--- src/rtl/mshr_alloc.sv ---
// MSHR allocator: grants the lowest free entry to each miss, frees entries on refill.
// Optional secondary-miss merging is enabled by defining MSHR_MERGE_EN.
module mshr_alloc #(
  parameter int LOG_ENTRIES = 2,
  parameter int ADDR_W      = 58
) (
  input  logic                         clk,
  input  logic                         reset_n,
  input  logic                         alloc_valid,
  input  logic [ADDR_W-1:0]            alloc_addr,
  output logic                         alloc_ready,
  output logic                         resp_valid,
  output logic [LOG_ENTRIES-1:0]       resp_idx,
  output logic                         resp_merged,
  input  logic                         free_valid,
  input  logic [LOG_ENTRIES-1:0]       free_idx,
  output logic [(1<<LOG_ENTRIES)-1:0]  busy_mask,
  output logic [LOG_ENTRIES:0]         occupancy,
  output logic                         free_err
);

  localparam int N = 1 << LOG_ENTRIES;

  logic [N-1:0]           busy;
  logic [ADDR_W-1:0]      line_addr [N];
  logic [N-1:0]           match;
  logic                   hit;
  logic                   full;
  logic [LOG_ENTRIES-1:0] sel_idx;
  logic [LOG_ENTRIES-1:0] grant_idx;
  logic                   accept;
  logic                   new_alloc;
  logic                   free_ok;
  logic [N-1:0]           alloc_set;
  logic [N-1:0]           free_clr;

  // Address compare is gated by busy so stale addresses of freed entries never hit.
  always_comb begin
    match   = '0;
    sel_idx = '0;
    for (int i = 0; i < N; i++) begin
      match[i] = busy[i] && (line_addr[i] == alloc_addr);
    end
    for (int i = N - 1; i >= 0; i--) begin
      if (!busy[i]) sel_idx = LOG_ENTRIES'(i);
    end
  end

  assign hit  = |match;
  assign full = &busy;

`ifdef MSHR_MERGE_EN
  logic [LOG_ENTRIES-1:0] hit_idx;

  always_comb begin
    hit_idx = '0;
    for (int i = 0; i < N; i++) begin
      if (match[i]) hit_idx = LOG_ENTRIES'(i);
    end
  end

  assign alloc_ready = hit || !full;
  assign grant_idx   = hit ? hit_idx : sel_idx;
`else
  // Without merging, a miss to an in-flight line stalls until that entry is freed.
  assign alloc_ready = !hit && !full;
  assign grant_idx   = sel_idx;
`endif

  assign accept    = alloc_valid && alloc_ready;
  assign new_alloc = accept && !hit;
  assign free_ok   = free_valid && busy[free_idx];
  assign alloc_set = new_alloc ? (N'(1) << sel_idx) : '0;
  assign free_clr  = free_ok ? (N'(1) << free_idx) : '0;

  // A freed entry is busy before the edge, so it never collides with the selected slot.
  always_ff @(posedge clk or negedge reset_n) begin
    if (!reset_n) begin
      busy      <= '0;
      occupancy <= '0;
      free_err  <= 1'b0;
      for (int i = 0; i < N; i++) line_addr[i] <= '0;
    end else begin
      busy <= (busy & ~free_clr) | alloc_set;
      if (new_alloc) line_addr[sel_idx] <= alloc_addr;
      if (new_alloc && !free_ok)
        occupancy <= occupancy + (LOG_ENTRIES+1)'(1);
      else if (free_ok && !new_alloc)
        occupancy <= occupancy - (LOG_ENTRIES+1)'(1);
      if (free_valid && !busy[free_idx]) free_err <= 1'b1;
    end
  end

  logic merged_q;

  always_ff @(posedge clk or negedge reset_n) begin
    if (!reset_n) begin
      resp_valid <= 1'b0;
      resp_idx   <= '0;
      merged_q   <= 1'b0;
    end else begin
      resp_valid <= accept;
      if (accept) begin
        resp_idx <= grant_idx;
        merged_q <= hit;
      end
    end
  end

`ifdef MSHR_MERGE_EN
  assign resp_merged = merged_q;
`else
  assign resp_merged = 1'b0;
`endif

  assign busy_mask = busy;

endmodule

--- config.mk ---
export PLATFORM = sky130hd
export DESIGN_NAME = mshr_alloc
export DESIGN_NICKNAME = d
export VERILOG_FILES = /design/src/rtl/mshr_alloc.sv
export SDC_FILE = /design/constraint.sdc
export NUM_CORES = 1
export LEC_CHECK = 0
export CORE_UTILIZATION = 55
export DETAILED_ROUTE_END_ITERATION = 8
export PLACE_DENSITY = 0.75
export SYNTH_ARGS = -nofsm -noshare
export SYNTH_HDL_FRONTEND = slang
export SYNTH_SLANG_ARGS = --single-unit
--- constraint.sdc ---
create_clock -name clk -period 5.03 [get_ports clk]
set_input_delay 1.006 -clock clk [delete_from_list [all_inputs] [get_ports clk]]
set_output_delay 1.006 -clock clk [all_outputs]
set_load 0.005 [all_outputs]
==> summary by stage <==
Synthesis
The share of synthesized flip-flops with an asynchronous set or reset is 1.00. The total standard cell area after synthesis is 12200 um^2. Of the synthesized area, sequential elements account for 0.500.

Counting flops and latches in the post-synthesis netlist gives 243. During synthesis, Yosys emitted a total of 0 warnings. The average size of a mapped cell is between 10 and 15 um^2. The commonest register cell after synthesis is dfrtp_1. The total nets after synthesis is 1022. The count of flip-flops with a built-in enable after synthesis is 0. The number of different library cells in the post-synthesis netlist is around 50. The gate count of the mapped netlist is approximately 960.

GRT
Entering global routing, the biggest net connects 137 pins. The first global-routing pass estimated 45.3 mm of wire. The total overflow reported by the global router is 0.

For this run, the total global-route usage over all layers was measured as 0.273. The number of global-route vias before repair is 7700. The number of antenna violations at the first check in global routing is 1.

Die
The starting density of the core is 0.559. The count of pins on the block boundary is 77. The die width is 151 um.

The die span in y is 151 um. The floorplan has 54 rows. The die area is 22700 um^2. The area of the core region is between 20000 and 25000 um^2.

Drt
The total number of vias is 7495. The final layout contains routed wiring with a total length of 29.4 mm. In the final routed layout, each cell accounts on average for about 22 um. The detail route stage leaves a number of antenna-violating nets equal to 0.

The detailed-route DRC error count is 0. The number of DRC markers after the initial detailed-route iteration is approximately 420. The number of vias per cell after detailed routing is 5.68. Before antenna repair, the detailed router went through 5 iterations.

Worst setup path
The critical path goes through clkdlybuf4s50_1, xnor2_1, nand4_1, nor4_2, nand3_1, o32a_2, and3b_1, clkdlybuf4s50_1. The capturing element type of the critical path is an output pin. In this design, the critical path's most frequently occurring cell is clkdlybuf4s50_1. The worst endpoint data arrival time is ~3.9 ns. The kind of start point of the critical path is a primary input.

Of all nets on the critical path, the largest fanout is 8. The slowest stage of the critical path belongs to the cell clkdlybuf4s50_1. The required time of the worst setup path is 4.02 ns. In this design, the stage delay of the slowest critical-path cell is 0.70 ns. The worst setup path is of the in2out kind.

Clock tree
The number of levels in the clock H-tree is 1. The clock reaches the later pin of the worst-skew pair after 0.53 ns. The number of setup buffers added after CTS is 0.

The clock-pin transition on the worst setup and hold timing paths is 0.06 ns. The clock drives roughly 240 sinks. The root buffer selected by CTS is clkbuf_16. The CTS tree is yes.

The TritonCTS buffer count is 27. The maximum number of buffers from clock root to sink is 3.

Pwr
Dividing total power by cell area gives a power density of 605 nW/um^2. The maximum vdd drop is 355 uV. Power comes to 0.00849 W. Summed over all cells, the static leakage comes to a little under 6 nW.

Final layout
The area of the multi-input gates is 5420 um^2. The commonest non-fill, non-tap cell in the layout is dfrtp_1. The post-layout net count is 1093.

Once layout is complete, the utilization of the core stands at 0.645. In the final layout, the share of cells above drive strength 1 is 0.303. The number of antenna diodes in the final layout is 0. Registers take 6080 um^2.

The relative area change from synthesis to final layout is 15.5%. The top cell types in the final layout, fill and taps aside, are dfrtp_1, mux2_2, xnor2_1, xor2_1, clkdlybuf4s50_1. Fill cells in the final layout number 1677.

Timing
At the pin with the least slew margin, the transition time is 1.14 ns. The count of endpoints failing hold in the final timing report is 0. The max-slew violation count is 0. The highest clock rate is a little over 0.2 GHz.

The total negative slack is 0 ns. The relative slew slack is 0.239. Clock skew on the completed layout was measured at 0.0178 ns. The smallest clock period supported by the final layout is computed as just under 5 ns. Setup violations remaining at the end of the flow were counted as 0. The period utilization is 0.970.

Setup repair after global routing left no endpoint under its margin.

Placed design
The count of buffers added on input and output ports is 75. The congestion estimate from routability-driven global placement came to 0.940. Detailed placement ended at an HPWL of 21.1 mm.

Worst hold path
The tightest min-delay check is of the reg2reg type.

Status
The run finished with clean final reports.

Run
The max-cap violation count is 0.
==> power breakdown <==
part | total, W | switching [W] | internal (W)
Sequential | 0.00364 | 0.000688 | 0.00296
Clock | 0.00188 | 0.000757 | 0.00112
Combinational | 0.00297 | 0.00129 | 0.00168
==> kinds of logic after synthesis <==
logic type	count (synthesis)	synth area share
DFF	243	0.500
muxes	235	0.220
xor gates and xnor gates	198	0.143
buffers and inverters	136	0.0564
and+or+nand+nor	92	0.0478
AOI/OAI and AO/OA	49	0.0296
adders and majority gates	2	0.00268
other	1	0.000308
==> repair_timing <==
| item | CTS | global route |
|---|---|---|
| setup endpoints to repair | 1 | 0 |
| resized for setup | 1 | 0 |
| hold buffers | 0 | 0 |
==> through the flow <==
step | cells | hold slack (ns) | instance area (um^2) | setup WS [ns]
2_1_floorplan | 956 | 0.465 | 12200 | 1.48
3_3_place_gp | 1278 | 0.456 | 13200 | 0.0364
3_5_place_dp | 1278 | 0.470 | 13200 | 0.00316
4_1_cts | 1320 | 0.483 | 14000 | 0.140
5_1_grt | 1320 | 0.517 | 14000 | 0.0275
6_report | 1320 | 0.475 | 14000 | 0.153
==> state kept, by name, indices dropped and copies added (netlist names) <==
register / count
free_err: 1
resp_valid: 1
busy_mask: 4
resp_idx: 2
occupancy: 3
line_addr: 232
==> final timing paths <==
path                                            start                          to  slack, ns  depth (start not counted)
setup / recovery                       alloc_addr[39]                 alloc_ready       0.15                          8
hold / removal               occupancy[2]$_DFFE_PN0P_    occupancy[2]$_DFFE_PN0P_       0.47                          1
setup reg to reg           line_addr[123]$_DFFE_PN0P_    occupancy[1]$_DFFE_PN0P_       1.78                         12
hold reg to reg              occupancy[2]$_DFFE_PN0P_    occupancy[2]$_DFFE_PN0P_       0.47                          1
max in group asynchronous                     reset_n  line_addr[228]$_DFFE_PN0P_       3.26                          2
min in group asynchronous                     reset_n   line_addr[54]$_DFFE_PN0P_       0.56                          1
==> cell usage after synthesis (2+ instances only) <==
| master | count | area, um^2 |
|---|---|---|
| nor4_1 | 26 | 163 |
| o21ai_0 | 4 | 20.0 |
| mux2_4 | 13 | 195 |
| a2111oi_0 | 2 | 17.5 |
| dfrtp_1 | 243 | 6080 |
| buf_6 | 5 | 56.3 |
| a21o_1 | 2 | 15.0 |
| mux2_2 | 200 | 2250 |
| mux2i_1 | 21 | 210 |
| nand3_1 | 3 | 15.0 |
| xor2_1 | 74 | 648 |
| xnor2_1 | 124 | 1090 |
| nor4_2 | 2 | 25.0 |
| inv_1 | 52 | 195 |
| a22o_1 | 2 | 17.5 |
| o22ai_1 | 21 | 131 |
| nor3_1 | 4 | 20.0 |
| nand4_1 | 36 | 225 |
| buf_2 | 66 | 330 |
| o2111ai_1 | 4 | 35.0 |
| buf_4 | 7 | 52.6 |
| clkbuf_1 | 3 | 11.3 |
| a221oi_1 | 6 | 52.6 |
| nor2_1 | 4 | 15.0 |
| nand2_1 | 6 | 22.5 |
| nand2b_1 | 3 | 18.8 |
==> routing by layer <==
metal	global-route usage	vias to the layer above	wire length, um
met3	0.0500	68	1650
met2	0.422	203	13300
met5	0	-	0
met4	0.109	0	1250
li1	-	3420	-
met1	0.380	3804	13300
==> critical path: cells and delay by family <==
family,cells,cell delay (ns)
simple gates,4,1.17
buf+inv,2,1.16
compound gates,1,0.38
xor+xnor,1,0.16
==> area by class of cell <==
class / count / share of cell area
flip-flops and latches: 243 / 0.433
multi-input cells: 577 / 0.386
repair buffers: 126 / 0.0829
clock buffers: 37 / 0.0558
well taps: 280 / 0.0250
inverters: 52 / 0.0139
clock inverters: 5 / 0.00356
Power figures use the tool's default switching activity.
